<file path="config.mk">
export PLATFORM = sky130hd
export DESIGN_NAME = mips_avalon_arbiter_flat
export DESIGN_NICKNAME = d
export VERILOG_FILES = /design/src/rtl/mips_avalon_arbiter_if.sv /design/src/rtl/mips_avalon_arbiter.sv /design/src/flat_wrapper.sv
export SDC_FILE = /design/constraint.sdc
export NUM_CORES = 1
export LEC_CHECK = 0
export CORE_AREA = 2 2 130 132
export CTS_BUF_LIST = sky130_fd_sc_hd__clkbuf_4
export CTS_CLUSTER_DIAMETER = 100
export DETAILED_ROUTE_END_ITERATION = 10
export DIE_AREA = 0 0 132 134
export PLACE_DENSITY = 0.88
export SYNTH_ARGS = -nofsm -noshare
export SYNTH_HDL_FRONTEND = slang
export SYNTH_SLANG_ARGS = --single-unit
</file>
<file path="constraint.sdc">
create_clock -name clk -period 1.4 [get_ports clk]
set_clock_uncertainty 0.05 [all_clocks]
set_input_delay 0.14 -clock clk [delete_from_list [all_inputs] [get_ports clk]]
set_output_delay 0.14 -clock clk [all_outputs]
set_load 0.005 [all_outputs]
</file>
<file path="src/rtl/mips_avalon_arbiter_if.sv">
// Avalon memory-port bundle shared by the arbiter (master) and the memory/bus model (slave).
interface mips_avalon_arbiter_if #(
  parameter int AW = 32,
  parameter int DW = 32
);
  logic [AW-1:0]   mem_address;
  logic            mem_read;
  logic            mem_write;
  logic [DW-1:0]   mem_writedata;
  logic [DW/8-1:0] mem_byteenable;
  logic            waitrequest;
  logic [DW-1:0]   mem_readdata;

  modport master (
    output mem_address, mem_read, mem_write, mem_writedata, mem_byteenable,
    input  waitrequest, mem_readdata
  );

  modport slave (
    input  mem_address, mem_read, mem_write, mem_writedata, mem_byteenable,
    output waitrequest, mem_readdata
  );
endinterface

</file>
<file path="src/rtl/mips_avalon_arbiter.sv">
// Shares one Avalon port between I-fill, D-fill and write-buffer drain, one transaction at a time.
// Define MIPS_ARB_ROUND_ROBIN_EN for round-robin arbitration; default is fixed instr > data > write.
module mips_avalon_arbiter #(
  parameter int AW = 32,
  parameter int DW = 32
) (
  input  logic                 clk,
  input  logic                 rst,
  input  logic                 i_req,
  input  logic [AW-1:0]        i_addr,
  output logic                 i_done,
  output logic [DW-1:0]        i_rdata,
  input  logic                 d_req,
  input  logic [AW-1:0]        d_addr,
  output logic                 d_done,
  output logic [DW-1:0]        d_rdata,
  input  logic                 w_req,
  input  logic [AW-1:0]        w_addr,
  input  logic [DW-1:0]        w_wdata,
  input  logic [DW/8-1:0]      w_be,
  output logic                 w_done,
  mips_avalon_arbiter_if.master bus,
  output logic                 busy,
  output logic [1:0]           owner
);
  localparam int BW = DW / 8;
  localparam logic [1:0] OWN_I    = 2'd0;
  localparam logic [1:0] OWN_D    = 2'd1;
  localparam logic [1:0] OWN_W    = 2'd2;
  localparam logic [1:0] OWN_NONE = 2'd3;

  typedef enum logic [1:0] {IDLE, BUSY, DONE} state_t;

  state_t        state_q, state_d;
  logic [1:0]    owner_q, owner_d;
  logic [AW-1:0] addr_q, addr_d;
  logic [DW-1:0] wdata_q, wdata_d;
  logic [BW-1:0] be_q, be_d;
  logic          rd_q, rd_d, wr_q, wr_d, busy_q, busy_d;
  logic          i_done_q, i_done_d, d_done_q, d_done_d, w_done_q, w_done_d;
  logic [DW-1:0] i_rdata_q, i_rdata_d, d_rdata_q, d_rdata_d;
  logic [2:0]    req;
  logic [1:0]    gnt;

  assign req = {w_req, d_req, i_req};

`ifdef MIPS_ARB_ROUND_ROBIN_EN
  logic [1:0] ptr_q, ptr_d;

  // Walk backwards so the first requester found from the pointer wins.
  function automatic logic [1:0] pick(input logic [2:0] r, input logic [1:0] p);
    logic [1:0] sel;
    int         idx;
    sel = OWN_NONE;
    for (int k = 2; k >= 0; k--) begin
      idx = (int'(p) + k) % 3;
      if (r[idx]) sel = 2'(idx);
    end
    return sel;
  endfunction

  assign gnt = pick(req, ptr_q);
`else
  function automatic logic [1:0] pick(input logic [2:0] r);
    if (r[0]) return OWN_I;
    if (r[1]) return OWN_D;
    if (r[2]) return OWN_W;
    return OWN_NONE;
  endfunction

  assign gnt = pick(req);
`endif

  always_comb begin
    state_d   = state_q;
    owner_d   = owner_q;
    addr_d    = addr_q;
    wdata_d   = wdata_q;
    be_d      = be_q;
    rd_d      = rd_q;
    wr_d      = wr_q;
    busy_d    = busy_q;
    i_done_d  = 1'b0;
    d_done_d  = 1'b0;
    w_done_d  = 1'b0;
    i_rdata_d = i_rdata_q;
    d_rdata_d = d_rdata_q;
`ifdef MIPS_ARB_ROUND_ROBIN_EN
    ptr_d     = ptr_q;
`endif
    case (state_q)
      IDLE: begin
        if (gnt != OWN_NONE) begin
          owner_d = gnt;
          busy_d  = 1'b1;
          state_d = BUSY;
          if (gnt == OWN_W) begin
            addr_d  = w_addr;
            wdata_d = w_wdata;
            be_d    = w_be;
            wr_d    = 1'b1;
          end else begin
            addr_d  = (gnt == OWN_I) ? i_addr : d_addr;
            be_d    = '1;
            rd_d    = 1'b1;
          end
        end
      end
      BUSY: begin
        if (!bus.waitrequest) begin
          rd_d    = 1'b0;
          wr_d    = 1'b0;
          state_d = DONE;
          case (owner_q)
            OWN_I: begin i_done_d = 1'b1; i_rdata_d = bus.mem_readdata; end
            OWN_D: begin d_done_d = 1'b1; d_rdata_d = bus.mem_readdata; end
            OWN_W: w_done_d = 1'b1;
            default: ;
          endcase
        end
      end
      DONE: begin
        busy_d  = 1'b0;
        state_d = IDLE;
`ifdef MIPS_ARB_ROUND_ROBIN_EN
        ptr_d   = (owner_q == OWN_W) ? OWN_I : owner_q + 2'd1;
`endif
      end
      default: state_d = IDLE;
    endcase
  end

  always_ff @(posedge clk) begin
    if (rst) begin
      state_q   <= IDLE;
      owner_q   <= OWN_NONE;
      addr_q    <= '0;
      wdata_q   <= '0;
      be_q      <= '0;
      rd_q      <= 1'b0;
      wr_q      <= 1'b0;
      busy_q    <= 1'b0;
      i_done_q  <= 1'b0;
      d_done_q  <= 1'b0;
      w_done_q  <= 1'b0;
      i_rdata_q <= '0;
      d_rdata_q <= '0;
`ifdef MIPS_ARB_ROUND_ROBIN_EN
      ptr_q     <= OWN_I;
`endif
    end else begin
      state_q   <= state_d;
      owner_q   <= owner_d;
      addr_q    <= addr_d;
      wdata_q   <= wdata_d;
      be_q      <= be_d;
      rd_q      <= rd_d;
      wr_q      <= wr_d;
      busy_q    <= busy_d;
      i_done_q  <= i_done_d;
      d_done_q  <= d_done_d;
      w_done_q  <= w_done_d;
      i_rdata_q <= i_rdata_d;
      d_rdata_q <= d_rdata_d;
`ifdef MIPS_ARB_ROUND_ROBIN_EN
      ptr_q     <= ptr_d;
`endif
    end
  end

  assign bus.mem_address    = addr_q;
  assign bus.mem_read       = rd_q;
  assign bus.mem_write      = wr_q;
  assign bus.mem_writedata  = wdata_q;
  assign bus.mem_byteenable = be_q;
  assign i_done             = i_done_q;
  assign d_done             = d_done_q;
  assign w_done             = w_done_q;
  assign i_rdata            = i_rdata_q;
  assign d_rdata            = d_rdata_q;
  assign busy               = busy_q;
  assign owner              = owner_q;
endmodule

</file>
<file path="src/flat_wrapper.sv">
// flat-port wrapper written by rule: the top's interface ports become plain ports
module mips_avalon_arbiter_flat 
#(
  parameter int AW = 32,
  parameter int DW = 32
)
  (clk, rst, i_req, i_addr, i_done, i_rdata, d_req, d_addr, d_done, d_rdata, w_req, w_addr, w_wdata, w_be, w_done, busy, owner, bus_mem_address, bus_mem_read, bus_mem_write, bus_mem_writedata, bus_mem_byteenable, bus_waitrequest, bus_mem_readdata);
  mips_avalon_arbiter_if #(.AW(AW), .DW(DW)) bus_i ();
  input  logic clk;
  input  logic rst;
  input  logic i_req;
  input  logic [AW-1:0] i_addr;
  output logic i_done;
  output logic [DW-1:0] i_rdata;
  input  logic d_req;
  input  logic [AW-1:0] d_addr;
  output logic d_done;
  output logic [DW-1:0] d_rdata;
  input  logic w_req;
  input  logic [AW-1:0] w_addr;
  input  logic [DW-1:0] w_wdata;
  input  logic [DW/8-1:0] w_be;
  output logic w_done;
  output logic busy;
  output logic [1:0] owner;
  output wire logic [$bits(bus_i.mem_address)-1:0] bus_mem_address;
  output wire logic [$bits(bus_i.mem_read)-1:0] bus_mem_read;
  output wire logic [$bits(bus_i.mem_write)-1:0] bus_mem_write;
  output wire logic [$bits(bus_i.mem_writedata)-1:0] bus_mem_writedata;
  output wire logic [$bits(bus_i.mem_byteenable)-1:0] bus_mem_byteenable;
  input wire logic [$bits(bus_i.waitrequest)-1:0] bus_waitrequest;
  input wire logic [$bits(bus_i.mem_readdata)-1:0] bus_mem_readdata;
  assign bus_mem_address = bus_i.mem_address;
  assign bus_mem_read = bus_i.mem_read;
  assign bus_mem_write = bus_i.mem_write;
  assign bus_mem_writedata = bus_i.mem_writedata;
  assign bus_mem_byteenable = bus_i.mem_byteenable;
  assign bus_i.waitrequest = bus_waitrequest;
  assign bus_i.mem_readdata = bus_mem_readdata;
  mips_avalon_arbiter #(.AW(AW), .DW(DW)) u_core (.clk(clk), .rst(rst), .i_req(i_req), .i_addr(i_addr), .i_done(i_done), .i_rdata(i_rdata), .d_req(d_req), .d_addr(d_addr), .d_done(d_done), .d_rdata(d_rdata), .w_req(w_req), .w_addr(w_addr), .w_wdata(w_wdata), .w_be(w_be), .w_done(w_done), .bus(bus_i), .busy(busy), .owner(owner));
endmodule
</file>
==> results by group <==
STA
  – Final setup fails: 6
  – Tightest Pin Transition: 0.366 ns
  – Slack of the critical path: -0.0629 ns
  – Slew Limit Fails: 0
  – Final period utilization: 1.04
  – Fin crit period: 1.46 ns
  – Slew headroom: 0.756
  – Max Fclk: 684 MHz
  – RSZ-0062 raised after global routing: yes
  – Final Hold Fails: 0

Clock tree
  – Sink Count: 142
  – Htree depth: 4
  – TritonCTS Buffers: 17
  – Clock Tree Buf Depth: 2
  – Clk root buf: clkbuf_4
  – CTS tree: done
  – Clock slew at reported path FFs: 0.14 ns
  – Later-pin clock latency in the skew report: 0.54 ns

Setup path
  – Worst endpoint data arrival time: 1.85 ns
  – Worst Setup Path Type: flop to flop
  – Critical path fanouts, max: 35
  – Critical path startpoint category: flop
  – CP Capture Type: flop
  – CP required: 1.78 ns

Final layout
  – Final core utilization: 0.633
  – Antenna fix cells: 0
  – Syn-to-layout area delta: 75.6%
  – Share of layout cells above drive strength 1: 0.310
  – Final #Nets: 1128
  – Fill count: 1226

Floorplan
  – CORE AREA: 16300 um2
  – Std cell rows: 47
  – Die height: 134 um
  – Area of the die: 17700 um2
  – Top Ports: 310
  – Initial Util: 0.361
  – Die width: 132 um

Job
  – Total of max-cap violations: 0

Pwr
  – Sequential share of power: 0.467
  – Net Switching: 0.00264 W
  – Clock group share of total power: 0.306
  – Combinational Power Share: 0.227
  – Peak VDD IR: 0.516 mV
  – Leak: 4.13 nW
  – Pwr/cell area: 910 nW/um2
  – Switching part of the total: 0.282
  – Tot Pwr: 0.00939 W
  – Int Power: 0.00674 W

GRT
  – Vias in the first global route: 6329
  – GRT Total Usage: 0.228
  – First-pass GRT wire length: 32.5 mm
  – Initial antenna violation count: 0
  – Largest net degree at the start of global routing: 68
  – Grt total ovfl: 0

Synthesis
  – Post-synth cell types: 32
  – Synth Register Bits: 142
  – Async SR Flop Fraction: 0
  – Top cell type's share of synthesized area: 0.484
  – Synth top area cells: dfxtp_1 48%, a21oi_1 8.8%, nand3_1 8.3%
  – Post-synth top cells: 142 x dfxtp_1, 103 x a21oi_1, 97 x nand3_1
  – Post-synth EDFFs: 0
  – Register area share after synthesis: 0.484
  – Syn Inst Count: 641
  – Synth Net Count: 811
  – Main synth FF type: dfxtp_1
  – Count leader, synth: dfxtp_1
  – Mapped Area: 5880 um2
  – Avg Cell Area, Syn: 9.17 um2
  – Largest area contributor in the netlist: dfxtp_1
  – Yosys warns: 0

Routing
  – Initial DRC count: 549
  – Post-DRT Antenna Nets: 0
  – WL/cell: 17.9 um
  – Drt via density: 5.33
  – DRC Markers: 0
  – Via count: 6344
  – DRT Wirelength: 21.3 mm
  – DRT Pass-1 Iters: 5

Placed design
  – Routability cong.: 0.812
  – IO buf count: 309
  – Post-DP HPWL: 14.1 mm

Worst hold path
  – Worst Hold Class: input pin to flop

Outcome
  – Failing checks: negative setup slack
  – Status: complete, but fails checks
worst max-delay path, cell delays in order, from the launching register on:
cell and delay (ns):
dfxtp_2 0.35, or3b_4 0.43, buf_12 0.19, o21ai_1 0.20, a21oi_1 0.12
cell families (layout without fill, tap and decap cells):
group	after synthesis	count (layout)	synth area share
compound gates	240	240	0.230
mux	64	64	0.116
buf+inv	71	401	0.0588
simple gates	124	124	0.111
flops	142	142	0.484
registers in the layout, summed over array words and instances (netlist names):
name / count
u_core.bus.mem_write: 1
u_core.d_rdata: 32
u_core.busy: 1
u_core.state_q: 2
u_core.bus.mem_read: 1
u_core.bus.mem_byteenable: 4
u_core.bus.mem_address: 32
u_core.owner: 2
u_core.bus.mem_writedata: 32
u_core.i_rdata: 32
u_core.i_done: 1
u_core.d_done: 1
u_core.w_done: 1
power groups by stage:
| stage | clock network (W) | registers, W | logic (W) |
|---|---|---|---|
| after CTS | 0.00293 | 0.00435 | 0.00189 |
| after global routing | 0.00312 | 0.00441 | 0.00228 |
| final | 0.00287 | 0.00438 | 0.00213 |
| after global placement | 0 | 0.00442 | 0.00189 |
| after detailed placement | 0 | 0.00443 | 0.00191 |
| after floorplan | 0 | 0.00443 | 0.000714 |
stage by stage:
step	TNS, ns	instance area (um2)	worst slack (ns)	hold slack, ns	std cells
finish	-0.135	10300	-0.0629	0.0725	1191
global route	-2.89	10300	-0.109	0.0440	1191
CTS	-0.0219	9780	-0.00768	0.0288	1177
detailed placement	-45.60	9370	-0.411	0.396	1133
global placement	-41.15	9370	-0.346	0.394	1133
floorplan	-0.262	5890	-0.0373	0.238	641
placed cells by master, fill, tap and decap left out, types with 16 or more instances in the layout:
cell             instances
nand3_1                 95
o21ai_0                 34
mux2_2                  32
clkdlybuf4s15_1         71
a21oi_1                 99
mux2i_1                 32
dfxtp_2                118
o21ai_1                 60
o2bb2ai_2               26
buf_12                  16
buf_4                   32
dfxtp_1                 22
clkbuf_4                19
dlygate4sd2_1           63
clkdlybuf4s50_1        167
what timing repair did:
item,CTS,global route
endpoints found under the hold margin,17,0
pin swaps,1,1
gates resized for setup,251,185
gates cloned,2,3
hold buffers,1,0
buffers inserted,9,11
endpoints found under the setup margin,223,190
layer usage:
| metal | global-route usage | up-vias | part of all wire |
|---|---|---|---|
| met1 | 0.262 | 2974 | 0.38 |
| li1 | - | 2982 | - |
| met3 | 0.0714 | 55 | 0.087 |
| met4 | 0.0978 | 0 | 0.033 |
| met2 | 0.394 | 333 | 0.50 |
| met5 | 0 | - | 0 |
path summary, 6_finish.rpt:
path	start	endpoint	slack (ns)	cells after the start
max	u_core.state_q[0]	u_core.i_rdata[19]	-0.06	4
min reg2reg	u_core.bus.mem_address[5]	u_core.bus.mem_address[5]	0.42	1
min	w_wdata[17]	u_core.bus.mem_writedata[17]	0.07	3
max reg2reg	u_core.state_q[0]	u_core.i_rdata[19]	-0.06	4
area by class of cell:
| class | instances | area [um2] | area share |
|---|---|---|---|
| inverter | 1 | 3.75 | 0.000364 |
| clock inverter | 13 | 163 | 0.0158 |
| clock buffer | 19 | 143 | 0.0138 |
| timing repair buffer | 368 | 3740 | 0.363 |
| multi-input combinational | 428 | 2990 | 0.290 |
| tap | 220 | 275 | 0.0267 |
| sequential | 142 | 3000 | 0.291 |
No activity file was read; power rests on OpenSTA's default activity.
